[src/rtl/io_uart_pkg.sv]
// Shared constants, state encodings and helpers for the IO-port UART.
package io_uart_pkg;

    localparam logic [1:0] OFS_DATA = 2'd0;
    localparam logic [1:0] OFS_RXST = 2'd1;
    localparam logic [1:0] OFS_TXST = 2'd2;
    localparam logic [1:0] OFS_ERR  = 2'd3;

    localparam logic [7:0] ST_TRUE  = 8'hFF;
    localparam logic [7:0] ST_FALSE = 8'h00;

    localparam int unsigned ERR_FRAMING = 0;
    localparam int unsigned ERR_OVERRUN = 1;
    localparam int unsigned ERR_TXOVF   = 2;
    localparam int unsigned ERR_RXUNF   = 3;

    typedef enum logic [1:0] {TX_IDLE, TX_START, TX_DATA, TX_STOP} tx_state_e;
    typedef enum logic [1:0] {RX_IDLE, RX_START, RX_DATA, RX_STOP} rx_state_e;

    function automatic logic [7:0] status_byte(input logic flag);
        return flag ? ST_TRUE : ST_FALSE;
    endfunction

endpackage

[src/rtl/io_uart_fifo_port_fifo.sv]
// Synchronous byte FIFO; pointers carry a wrap bit to tell full from empty.
module io_sync_fifo #(
    parameter int unsigned DEPTH = 8
) (
    input  logic       clk,
    input  logic       rst_n,
    input  logic       push,
    input  logic       pop,
    input  logic [7:0] din,
    output logic [7:0] dout,
    output logic       full,
    output logic       empty
);
    localparam int unsigned AW = $clog2(DEPTH);

    logic [7:0]  mem_q [DEPTH];
    logic [AW:0] wptr_q;
    logic [AW:0] rptr_q;
    logic        do_push;
    logic        do_pop;

    assign empty   = (wptr_q == rptr_q);
    assign full    = (wptr_q[AW] != rptr_q[AW]) && (wptr_q[AW-1:0] == rptr_q[AW-1:0]);
    // A push while full is refused even if a pop happens in the same cycle.
    assign do_push = push && !full;
    assign do_pop  = pop && !empty;
    assign dout    = mem_q[rptr_q[AW-1:0]];

    always_ff @(posedge clk or negedge rst_n) begin
        if (!rst_n) begin
            wptr_q <= '0;
            rptr_q <= '0;
        end else begin
            if (do_push) wptr_q <= wptr_q + 1'b1;
            if (do_pop)  rptr_q <= rptr_q + 1'b1;
        end
    end

    always_ff @(posedge clk) begin
        if (do_push) mem_q[wptr_q[AW-1:0]] <= din;
    end

endmodule

[src/rtl/io_uart_fifo_port.sv]
// IO-port mapped UART: data/status/error registers, TX and RX FIFOs, 8N1 serialiser.
module io_uart_fifo_port
    import io_uart_pkg::*;
#(
    parameter logic [7:0]  BASE_PORT    = 8'h01,
    parameter int unsigned TX_DEPTH     = 8,
    parameter int unsigned RX_DEPTH     = 8,
    parameter int unsigned CLKS_PER_BIT = 868
) (
    input  logic       clk100,
    input  logic       reset_n,
    input  logic [7:0] IO_port_ID,
    input  logic [7:0] IO_write_data,
    input  logic       IO_write_strobe,
    input  logic       IO_read_strobe,
    output logic [7:0] IO_read_data,
    output logic       uart_txd,
    input  logic       uart_rxd,
    output logic       irq
);
    localparam int unsigned  CW        = $clog2(CLKS_PER_BIT);
    localparam logic [CW-1:0] BIT_LAST  = CW'(CLKS_PER_BIT - 1);
    localparam logic [CW-1:0] HALF_LAST = CW'(CLKS_PER_BIT / 2 - 1);

    logic       wr_q, rd_q;
    logic       wr_qual, rd_qual;
    logic [7:0] ofs_full;
    logic [1:0] ofs;
    logic       in_range;

    logic       tx_push, tx_pop, tx_full, tx_empty;
    logic [7:0] tx_dout;
    logic       rx_pop, rx_full, rx_empty;
    logic [7:0] rx_dout;

    logic [3:0] err_q, err_d, err_set;
    logic       err_clr;

    tx_state_e     tx_state_q;
    logic [CW-1:0] tx_cnt_q;
    logic [2:0]    tx_bit_q;
    logic [7:0]    tx_shift_q;
    logic          txd_q;
    logic          tx_bit_end;

    rx_state_e     rx_state_q;
    logic [CW-1:0] rx_cnt_q;
    logic [2:0]    rx_bit_q;
    logic [7:0]    rx_shift_q;
    logic          rx_push_q, rx_frm_q;
    logic          rxd_s1_q, rxd_s2_q, rxd_prev_q;

    assign wr_qual  = IO_write_strobe && !wr_q;
    assign rd_qual  = IO_read_strobe && !rd_q;
    assign ofs_full = IO_port_ID - BASE_PORT;
    assign in_range = (ofs_full < 8'd4);
    assign ofs      = ofs_full[1:0];

    assign tx_push  = wr_qual && in_range && (ofs == OFS_DATA);
    assign rx_pop   = rd_qual && in_range && (ofs == OFS_DATA) && !rx_empty;

    io_sync_fifo #(.DEPTH(TX_DEPTH)) u_tx_fifo (
        .clk   (clk100),
        .rst_n (reset_n),
        .push  (tx_push),
        .pop   (tx_pop),
        .din   (IO_write_data),
        .dout  (tx_dout),
        .full  (tx_full),
        .empty (tx_empty)
    );

    io_sync_fifo #(.DEPTH(RX_DEPTH)) u_rx_fifo (
        .clk   (clk100),
        .rst_n (reset_n),
        .push  (rx_push_q),
        .pop   (rx_pop),
        .din   (rx_shift_q),
        .dout  (rx_dout),
        .full  (rx_full),
        .empty (rx_empty)
    );

    // Set terms are OR'd in after the clear so a coincident event survives the read.
    always_comb begin
        err_set              = '0;
        err_set[ERR_FRAMING] = rx_frm_q;
        err_set[ERR_OVERRUN] = rx_push_q && rx_full;
        err_set[ERR_TXOVF]   = tx_push && tx_full;
        err_set[ERR_RXUNF]   = rd_qual && in_range && (ofs == OFS_DATA) && rx_empty;
        err_clr              = rd_qual && in_range && (ofs == OFS_ERR);
        err_d                = (err_clr ? 4'b0000 : err_q) | err_set;
    end

    always_comb begin
        IO_read_data = 8'h00;
        if (IO_read_strobe && in_range) begin
            case (ofs)
                OFS_DATA: IO_read_data = rx_empty ? 8'h00 : rx_dout;
                OFS_RXST: IO_read_data = status_byte(!rx_empty);
                OFS_TXST: IO_read_data = status_byte(tx_full);
                default:  IO_read_data = {4'b0000, err_q};
            endcase
        end
    end

    always_ff @(posedge clk100 or negedge reset_n) begin
        if (!reset_n) begin
            wr_q  <= 1'b0;
            rd_q  <= 1'b0;
            err_q <= '0;
        end else begin
            wr_q  <= IO_write_strobe;
            rd_q  <= IO_read_strobe;
            err_q <= err_d;
        end
    end

    assign tx_bit_end = (tx_cnt_q == BIT_LAST);
    assign tx_pop     = !tx_empty &&
                        ((tx_state_q == TX_IDLE) || ((tx_state_q == TX_STOP) && tx_bit_end));

    always_ff @(posedge clk100 or negedge reset_n) begin
        if (!reset_n) begin
            tx_state_q <= TX_IDLE;
            tx_cnt_q   <= '0;
            tx_bit_q   <= '0;
            tx_shift_q <= '0;
            txd_q      <= 1'b1;
        end else begin
            tx_cnt_q <= ((tx_state_q == TX_IDLE) || tx_bit_end) ? '0 : tx_cnt_q + 1'b1;
            case (tx_state_q)
                TX_IDLE: if (tx_pop) begin
                    tx_state_q <= TX_START;
                    tx_shift_q <= tx_dout;
                    txd_q      <= 1'b0;
                end
                TX_START: if (tx_bit_end) begin
                    tx_state_q <= TX_DATA;
                    tx_bit_q   <= '0;
                    txd_q      <= tx_shift_q[0];
                end
                TX_DATA: if (tx_bit_end) begin
                    if (tx_bit_q == 3'd7) begin
                        tx_state_q <= TX_STOP;
                        txd_q      <= 1'b1;
                    end else begin
                        tx_bit_q   <= tx_bit_q + 1'b1;
                        tx_shift_q <= {1'b0, tx_shift_q[7:1]};
                        txd_q      <= tx_shift_q[1];
                    end
                end
                default: if (tx_bit_end) begin
                    // Next byte starts straight out of the stop bit, no idle gap.
                    if (tx_pop) begin
                        tx_state_q <= TX_START;
                        tx_shift_q <= tx_dout;
                        txd_q      <= 1'b0;
                    end else begin
                        tx_state_q <= TX_IDLE;
                    end
                end
            endcase
        end
    end

    always_ff @(posedge clk100 or negedge reset_n) begin
        if (!reset_n) begin
            rxd_s1_q   <= 1'b1;
            rxd_s2_q   <= 1'b1;
            rxd_prev_q <= 1'b1;
            rx_state_q <= RX_IDLE;
            rx_cnt_q   <= '0;
            rx_bit_q   <= '0;
            rx_shift_q <= '0;
            rx_push_q  <= 1'b0;
            rx_frm_q   <= 1'b0;
        end else begin
            rxd_s1_q   <= uart_rxd;
            rxd_s2_q   <= rxd_s1_q;
            rxd_prev_q <= rxd_s2_q;
            rx_push_q  <= 1'b0;
            rx_frm_q   <= 1'b0;
            case (rx_state_q)
                RX_IDLE: begin
                    rx_cnt_q <= '0;
                    if (rxd_prev_q && !rxd_s2_q) rx_state_q <= RX_START;
                end
                RX_START: if (rx_cnt_q == HALF_LAST) begin
                    rx_cnt_q   <= '0;
                    rx_bit_q   <= '0;
                    rx_state_q <= rxd_s2_q ? RX_IDLE : RX_DATA;
                end else begin
                    rx_cnt_q <= rx_cnt_q + 1'b1;
                end
                RX_DATA: if (rx_cnt_q == BIT_LAST) begin
                    rx_cnt_q   <= '0;
                    rx_shift_q <= {rxd_s2_q, rx_shift_q[7:1]};
                    rx_bit_q   <= rx_bit_q + 1'b1;
                    if (rx_bit_q == 3'd7) rx_state_q <= RX_STOP;
                end else begin
                    rx_cnt_q <= rx_cnt_q + 1'b1;
                end
                default: if (rx_cnt_q == BIT_LAST) begin
                    rx_cnt_q   <= '0;
                    rx_state_q <= RX_IDLE;
                    if (rxd_s2_q) rx_push_q <= 1'b1;
                    else          rx_frm_q  <= 1'b1;
                end else begin
                    rx_cnt_q <= rx_cnt_q + 1'b1;
                end
            endcase
        end
    end

    assign uart_txd = txd_q;
    assign irq      = !rx_empty || (|err_q);

endmodule

[config.mk]
export PLATFORM = sky130hd
export DESIGN_NAME = io_uart_fifo_port
export DESIGN_NICKNAME = d
export VERILOG_FILES = /design/src/rtl/io_uart_pkg.sv /design/src/rtl/io_uart_fifo_port_fifo.sv /design/src/rtl/io_uart_fifo_port.sv
export SDC_FILE = /design/constraint.sdc
export NUM_CORES = 1
export LEC_CHECK = 0
export ABC_CLOCK_PERIOD_IN_PS = 2600
export CAP_MARGIN = 30
export CORE_UTILIZATION = 61
export CTS_CLUSTER_DIAMETER = 80
export CTS_CLUSTER_SIZE = 28
export DETAILED_ROUTE_END_ITERATION = 10
export PLACE_DENSITY = 0.8
export SLEW_MARGIN = 25
export SYNTH_ARGS = -nofsm -noshare
export SYNTH_HDL_FRONTEND = slang
export SYNTH_SLANG_ARGS = --single-unit
export TNS_END_PERCENT = 50
[constraint.sdc]
create_clock -name clk100 -period 2.6 [get_ports clk100]
set_input_delay 0.26 -clock clk100 [delete_from_list [all_inputs] [get_ports clk100]]
set_output_delay 0.26 -clock clk100 [all_outputs]
set_load 0.005 [all_outputs]
==> results of run 1 <==
[metrics by stage]
stage | hold slack [ps] | setup TNS, ps | cells | instance area (sq um)
2_1_floorplan | -35.59 | 0 | 549 | 8621
3_3_place_gp | 346.5 | 0 | 757 | 9195
3_5_place_dp | 348.7 | 0 | 757 | 9200
4_1_cts | 196.5 | -139.6 | 784 | 9688
5_1_grt | 202.4 | -283.5 | 793 | 9802
6_report | 207.2 | -9.234 | 793 | 9802
[cell usage in the layout (no fill, tap or decap), types with 13 or more instances in the layout]
cell,Yosys,layout
buf_4,1,35
a21oi_1,13,13
dfrtp_1,70,64
mux4_2,32,32
mux2_2,29,25
nor2_1,42,42
xnor2_1,21,18
ha_1,15,15
clkdlybuf4s50_1,0,21
nand2_1,31,30
edfxtp_1,128,128
[metal layers]
layer	GRT usage	part of all wire	up-vias	routed length, um
met4	0.06559	0.024	0	368
li1	-	-	2196	-
met5	0	0	-	0
met1	0.3024	0.42	2378	6576
met2	0.3771	0.51	138	7953
met3	0.02914	0.047	26	734
[cell usage after synthesis (11+ instances only)]
| cell | instances |
|---|---|
| ha_1 | 15 |
| nand3_1 | 11 |
| clkbuf_1 | 11 |
| edfxtp_1 | 128 |
| dfrtp_1 | 70 |
| a21oi_1 | 13 |
| nor2_1 | 42 |
| xor2_1 | 15 |
| mux2_2 | 29 |
| mux4_2 | 32 |
| nand2_1 | 31 |
| xnor2_1 | 21 |
[timing repair]
action | CTS | global route
endpoints found under the setup margin | 8 | 8
pin swaps | 4 | 2
hold endpoints to repair | 70 | 0
hold buffers | 1 | 0
gates resized for setup | 45 | 13
buffers inserted | 9 | 9
[power groups by stage]
| stage | combinational, mW | clock, mW | sequential, mW |
|---|---|---|---|
| 6_report | 1.62 | 1.78 | 3.84 |
| 5_1_grt | 1.79 | 1.93 | 3.87 |
| 4_1_cts | 1.62 | 1.81 | 3.82 |
| 3_5_place_dp | 1.61 | 0 | 3.89 |
| 3_3_place_gp | 1.55 | 0 | 3.88 |
| 2_1_floorplan | 1.31 | 0 | 3.82 |
[worst max path at each step]
stage                                     from                              end  slack (ps)  cells past startpoint
4_1_cts        u_rx_fifo.rptr_q[0]$_DFFE_PN0P_                  IO_read_data[5]         -50                      7
3_5_place_dp                     IO_port_ID[5]  u_tx_fifo.mem_q[7][5]$_DFFE_PP_         100                      6
2_1_floorplan                    IO_port_ID[5]  u_tx_fifo.mem_q[0][0]$_DFFE_PP_         280                      6
6_report       u_rx_fifo.rptr_q[0]$_DFFE_PN0P_                  IO_read_data[2]          -7                      7
5_1_grt        u_rx_fifo.rptr_q[0]$_DFFE_PN0P_                  IO_read_data[2]        -110                      7
3_3_place_gp   u_rx_fifo.rptr_q[0]$_DFFE_PN0P_  u_rx_fifo.mem_q[0][6]$_DFFE_PP_         160                      4
[final cells by class]
class | count | area (sq um)
clock inverter | 3 | 28.78
clock buffer | 14 | 286.5
multi-input combinational | 314 | 2903
sequential | 202 | 5708
tap | 180 | 225.2
fill | 872 | 4025
timing repair buffer | 71 | 616.8
inverter | 9 | 33.78
[kinds of logic after synthesis]
group | Yosys count
buf+inv | 33
xor+xnor | 36
compound gates | 52
mux | 67
fa+ha+maj | 15
flops | 202
simple gates | 144
[registers in the layout, summed over array words and instances, names as in the netlist, 2 cells and up]
name              count
u_tx_fifo.rptr_q      4
tx_state_q            2
tx_cnt_q             10
rx_cnt_q             10
rx_shift_q            8
u_tx_fifo.wptr_q      4
u_rx_fifo.mem_q      64
u_tx_fifo.mem_q      64
rx_state_q            2
u_rx_fifo.rptr_q      4
tx_shift_q            8
err_q                 4
tx_bit_q              3
rx_bit_q              3
u_rx_fifo.wptr_q      4
[critical path: stages (launching register included)]
cell and delay [ps]:
dfrtp_2 480, buf_12 160, buf_4 110, mux4_2 490, mux2_4 290, a22oi_2 140, a21oi_1 80, buf_2 150
==> run metrics, run 1 <==
clock slew at reported path FFs=100 ps; area added between synthesis and finish=13.70%; Starting Density=0.6235; n_diodes=0; Setup crit end kind=output pin; Critical Path Source Type=register; status=finished with violations; die area=0.01461 sq mm; # IOs=31; CP Class=register to output pin; drt first pass iters=5; GRT overflow=0; data arrival time of the critical path=2350 ps; Root Buffer=clkbuf_16; EDFF count, synth=128; Pwr Total=7.244 mW; leading area contributor after synthesis=edfxtp_1; Worst R2R Start=u_rx_fifo.rptr_q[0]$_DFFE_PN0P_; Synth Flop Type=edfxtp_1; RR Endpoint=u_rx_fifo.mem_q[4][0]$_DFFE_PP_; Final Hold Viols=0; combinational share of power=0.224; Rel. slew slack=0.3794; area share of fa/ha/maj cells after synthesis=0.02177; core region area=0.01383 sq mm; # port buffers=30; total track usage=0.2219; maxcap violations=0; register area share after synthesis=0.6612; Hold Crit Start=uart_rxd; internal power=5.253 mW; Mean Syn Cell Area=15.70 sq um; chip height=120.9 um; Pwr Density=739.0 mW/mm^2; largest family of logic cells by synthesized area=multiplexers; unrepaired setup endpoints after global routing=true; Lkg Pwr=3.508 nW; setup violators final=2; first-pass GRT wire length=24.75 mm; clock skew=10.63 ps; Post-Synth XOR/XNOR Area=0.03657; worst min path class=primary input to register; Switching Power=1.991 mW; Sequential Power Share=0.530; die width=120.9 um; clock sinks=202; Max Freq=0.3836 GHz; Post-Synth Simple-Gate Area=0.08766; HPWL Detailed=9.999 mm; GP Congestion=0.7863; Synth Area in Compound Gates=0.04456; ys async rst share=0.3663; Mapped Cells=549; Worst Hold End=rxd_s1_q$_DFF_PN1_; Peak VDD IR=0.7916 mV; Post-Syn Area=0.008621 sq mm; post-layout util=0.7089; clock latency on the worst-skew pair=460 ps; final WL=15.63 mm; Post-DRT Antenna Nets=0; Max clock buf depth=3; CTS Buf Count=11; Tightest Pin Transition=927.4 ps; # DRC=0; hold path cells=1; failing checks=setup timing; Req. time, crit path=2340 ps; R2R cell count=7; vias in the first global route=4,735; post-route clock period utilization=1.003; Via Count=4,738; pin count of the biggest net entering global routing=75; mux contribution to synthesized area=0.1296; Vias/cell=5.975; ranking of synthesized cells by area=edfxtp_1 45%, dfrtp_1 20%, mux4_2 8.4%, mux2_2 3.8%, ha_1 2.2%; DR iter-0 viols=280; Yosys cell types=61; layout net count=645; CP Max Fanout=7; Ys Warns=0; Net Count, Synth=585; Synth Register Bits=202; FF-to-FF setup slack=130 ps; drt wl/cell=19.71 um; # rows=43; layout cells sized above 1=0.2643; CTS tree=done; post-synth top area share=0.4459; Sw Share=0.2749; initial antenna violation count=0; worst setup margin=-6.703 ps; fin crit period=2607 ps; Clock power frac=0.246; htree depth=1; Setup WS pre-CTS=101.9 ps; Final Max Tran Viols=0
No activity file was read; power rests on OpenSTA's default activity.
==> run 2: changes to the inputs <==
--- a/constraint.sdc
+++ b/constraint.sdc
@@ -3,2 +3,2 @@
 set_output_delay 0.26 -clock clk100 [all_outputs]
-set_load 0.005 [all_outputs]
+set_load 0.1 [all_outputs]
==> run 2 against run 1 <==
Net effect: the run still ends with setup timing left; worst hold slack worse by 1.6 ps; core utilization up 0.78 points; wire length grew 3.4%; clock power is essentially flat.
==> run metrics, run 2 (same netlist as run 1, synthesis figures left out) <==
status=finished with violations; failing checks=setup timing; most frequent cells in the layout=128 x edfxtp_1, 64 x dfrtp_1, 42 x nor2_1; worst setup margin=-33.77 ps; Starting Density=0.6235; # DRC=0; Req. time, crit path=2340 ps; commonest non-fill, non-tap cell in the layout=edfxtp_1; final WL=16.17 mm; placed cell count=759; Clock power frac=0.244; internal power=5.267 mW; Vias/cell=6.173; DR iter-0 viols=439; post-layout util=0.7167; R2R cell count=5; stages on the worst setup path=6; setup violators final=7; die width=120.9 um; cells along the critical path=buf_6 > mux4_2 > mux2_4 > a22oi_2 > a21oi_2 > buf_12; core region area=0.01383 sq mm; Sw Share=0.2796; cell area after layout=0.009910 sq mm; Fin Hold WS=205.7 ps; worst min path class=primary input to register; chip height=120.9 um; Final Max Tran Viols=0; Worst Path Buf+Inv=2; Peak VDD IR=0.6871 mV; clock slew at reported path FFs=100 ps; Tightest Pin Transition=902.9 ps; Switching Power=2.044 mW; CTS Buf Count=11; CP Class=register to output pin; Setup TNS=-129.3 ps; maxcap violations=0; drt first pass iters=5; layout cells sized above 1=0.2744; unrepaired setup endpoints after global routing=true; Pwr Total=7.311 mW; Via Count=4,846; Root Buffer=clkbuf_16; Lkg Pwr=3.514 nW; combinational share of power=0.231; htree depth=1; drt wl/cell=20.60 um; hold path cells=1; clock skew=11.82 ps; Max clock buf depth=3; initial antenna violation count=0; CTS tree=done; HPWL Detailed=10.41 mm; Setup WS pre-CTS=2.715 ps; pin count of the biggest net entering global routing=75; Final Hold Viols=0; Setup crit end kind=output pin; GRT overflow=0; first-pass GRT wire length=25.79 mm; # rows=43; die area=0.01461 sq mm; # IOs=31; Post-DRT Antenna Nets=0; CP Max Fanout=4; Rel. slew slack=0.3958; Max Freq=0.3797 GHz; GP Congestion=0.8036; critical-path cell with the highest stage delay=mux4_2; post-route clock period utilization=1.013; CP top delay family=multiplexers; # port buffers=30; layout net count=637; Pwr Density=737.8 mW/mm^2; total track usage=0.2325; placed inst area=0.009323 sq mm; clock latency on the worst-skew pair=450 ps; data arrival time of the critical path=2370 ps; final non-filler cell total=785; CP peak stage delay=530 ps; clock sinks=202; Critical Path Source Type=register; vias in the first global route=4,859; n_diodes=0; area added between synthesis and finish=14.95%; fin crit period=2634 ps; Sequential Power Share=0.525
[run 2: cell types whose count changed in the layout (fill, tap and decap cells not counted), moves of 6 or more]
cell,delta
a21oi_2,+8
buf_2,-6
buf_12,+9
a21oi_1,-8
buf_4,-8
[run 2: path summary, 6_finish.rpt]
| check | from | endpoint | slack (ps) |
|---|---|---|---|
| min in group asynchronous | reset_n | err_q[0]$_DFF_PN0_ | 400 |
| min reg2reg | rxd_s1_q$_DFF_PN1_ | rxd_s2_q$_DFF_PN1_ | 360 |
| max | u_rx_fifo.rptr_q[0]$_DFFE_PN0P_ | IO_read_data[0] | -30 |
| max in group asynchronous | reset_n | u_rx_fifo.wptr_q[2]$_DFFE_PN0P_ | 1710 |
| min | uart_rxd | rxd_s1_q$_DFF_PN1_ | 210 |
| max reg2reg | u_rx_fifo.wptr_q[2]$_DFFE_PN0P_ | u_rx_fifo.mem_q[7][6]$_DFFE_PP_ | 180 |
[run 2: metal layers]
layer  part of all wire  wire [um]  vias to the layer above  global-route usage
met1               0.44       7130                     2497              0.3389
li1                   -          -                     2178                   -
met4              0.020        331                        0             0.05478
met2               0.49       7964                      147              0.3811
met3              0.046        741                       24             0.02726
met5                  0          0                        -                   0
[run 2: layout make-up]
cell class / count / area, sq um
well taps: 180 / 225.2
multi-input cells: 314 / 2928
flip-flops and latches: 202 / 5708
inverters: 9 / 33.78
repair buffers: 63 / 701.9
clock inverters: 3 / 26.28
clock buffers: 14 / 286.5
fillers: 833 / 3918
[run 2: worst register-to-register path: stages, from the launching register on]
cell	delay, ps
dfrtp_2	490
xor2_2	320
o41a_1	260
nand2_1	120
buf_4	160
nor2_1	690
[run 2: power groups by stage]
stage               clock, mW  combinational, mW  sequential [mW]
floorplan                   0               1.32             3.84
global placement            0               1.59             3.88
detailed placement          0               1.65             3.90
CTS                      1.81               1.67             3.83
global route             1.92               1.85             3.87
finish                   1.78               1.69             3.84
[run 2: timing repair]
item                       CTS  global route
pin swaps                    0             6
hold buffers                 1             0
gates resized for setup     15            27
setup buffers                4             2
setup endpoints to repair    8             8
gates cloned                 0             2
hold endpoints to repair    70             0
==> run 3: changes to the inputs <==
- SLEW_MARGIN: 25 -> 20
==> run 3 against run 2 <==
Net effect: the run still ends with setup timing left; core utilization increased by 0.62 points; power increased by 1.0%; clock power grew 4%; clock-buffer cell count is 1 higher; combinational power hardly changed; critical path type unchanged; critical endpoint is now IO_read_data[1]; highest routed layer unchanged.
==> run metrics, run 3 (same netlist as run 1, synthesis figures left out) <==
status=finished with violations; failing checks=setup timing; n_diodes=0; CP Class=register to output pin; CP peak stage delay=550 ps; GP Congestion=0.8036; Vias/cell=6.209; setup violators final=4; most frequent cells in the layout=128 x edfxtp_1, 64 x dfrtp_1, 42 x nor2_1; final WL=16.85 mm; Final Hold Viols=0; # DRC=0; Critical Path Start=u_rx_fifo.rptr_q[0]$_DFFE_PN0P_; clock slew at reported path FFs=110 ps; Final Max Tran Viols=0; initial antenna violation count=0; CTS tree=done; core region area=0.01383 sq mm; die area=0.01461 sq mm; post-route clock period utilization=1.008; Post-DRT Antenna Nets=0; Tightest Pin Transition=900.9 ps; data arrival time of the critical path=2360 ps; htree depth=1; CTS Buf Count=11; clock sinks=202; drt wl/cell=21.32 um; clock skew=25.28 ps; worst min path class=primary input to register; Starting Density=0.6235; Lkg Pwr=3.550 nW; unrepaired setup endpoints after global routing=true; clock latency on the worst-skew pair=470 ps; CP top delay family=multiplexers; Pwr Density=738.8 mW/mm^2; cells along the critical path=buf_6 > mux4_2 > mux2_4 > a22oi_2 > a21oi_2 > buf_12; # IOs=31; Critical Path Source Type=register; total track usage=0.2352; maxcap violations=0; Via Count=4,905; worst setup margin=-20.21 ps; Max clock buf depth=3; GRT overflow=0; Max Freq=0.3816 GHz; CP Max Fanout=4; Pwr Total=7.384 mW; Worst R2R Start=u_rx_fifo.wptr_q[2]$_DFFE_PN0P_; critical-path cell with the highest stage delay=mux4_2; Hold Crit Start=uart_rxd; # rows=43; Req. time, crit path=2340 ps; chip height=120.9 um; Worst Path Buf+Inv=2; final non-filler cell total=790; drt first pass iters=5; Root Buffer=clkbuf_16; commonest non-fill, non-tap cell in the layout=edfxtp_1; Rel. slew slack=0.3972; Setup crit end kind=output pin; HPWL Detailed=10.41 mm; Peak VDD IR=0.4300 mV; layout cells sized above 1=0.2787; die width=120.9 um; pin count of the biggest net entering global routing=75; layout net count=642; fin crit period=2620 ps; placed cell count=761; area added between synthesis and finish=15.94%; first-pass GRT wire length=26.15 mm; # port buffers=30; DR iter-0 viols=388; Filler cells=819; vias in the first global route=4,933
[run 3: cell types whose count changed in the layout (fill, tap and decap cells not counted), sizes merged]
cell,delta
clkbuf,+1
clkinv,-1
buf,+5
[run 3: worst paths after layout]
path	endpoint	slack, ps	cells past startpoint
min	rxd_s1_q$_DFF_PN1_	200	1
max reg2reg	u_rx_fifo.mem_q[2][6]$_DFFE_PP_	300	5
min in group asynchronous	rx_shift_q[6]$_DFFE_PN0P_	270	2
max	IO_read_data[1]	-20	6
max in group asynchronous	uart_txd$_DFFE_PN1P_	1710	3
min reg2reg	rxd_s2_q$_DFF_PN1_	360	0
[run 3: cell type report]
| type | instances | area [sq um] | area share |
|---|---|---|---|
| multi-input cells | 314 | 2943 | 0.2944 |
| inverters | 9 | 33.78 | 0.003380 |
| flip-flops and latches | 202 | 5708 | 0.5711 |
| repair buffers | 68 | 750.7 | 0.07511 |
| clock inverters | 2 | 22.52 | 0.002253 |
| clock buffers | 15 | 311.5 | 0.03117 |
| well taps | 180 | 225.2 | 0.02253 |
[run 3: report_power, final]
| group | total (mW) | internal, mW | leakage (nW) | switching (mW) |
|---|---|---|---|---|
| Clock | 1.85 | 0.868 | 0.164 | 0.980 |
| Combinational | 1.69 | 0.850 | 1.42 | 0.844 |
| Sequential | 3.84 | 3.61 | 1.97 | 0.228 |
| Total | 7.38 | 5.33 | 3.55 | 2.05 |
[run 3: what timing repair did]
item | in CTS | in global routing
pin swaps | 0 | 12
endpoints found under the hold margin | 70 | 0
setup buffers | 5 | 3
gates resized for setup | 22 | 25
hold buffers | 1 | 0
gates cloned | 1 | 1
setup endpoints to repair | 8 | 8
[run 3: metrics by stage]
| step | area (sq um) | hold WS, ps | TNS (ps) | util | setup WS (ps) |
|---|---|---|---|---|---|
| detailed placement | 9323 | 348.7 | 0 | 0.6742 | 6.556 |
| global route | 9995 | 197.2 | -757.6 | 0.7228 | -105.7 |
| global placement | 9313 | 346.3 | 0 | 0.6735 | 163.6 |
| floorplan | 8636 | -35.59 | -2267 | - | -566.8 |
| CTS | 9814 | 192.0 | 0 | 0.7098 | 5.208 |
| finish | 9995 | 198.5 | -60.97 | 0.7228 | -20.21 |
[run 3: layer usage]
layer	up-vias	share of wire	track usage
li1	2189	-	-
met1	2511	0.41	0.3368
met2	183	0.51	0.3879
met3	22	0.064	0.03242
met4	0	0.017	0.05556
met5	-	0	0
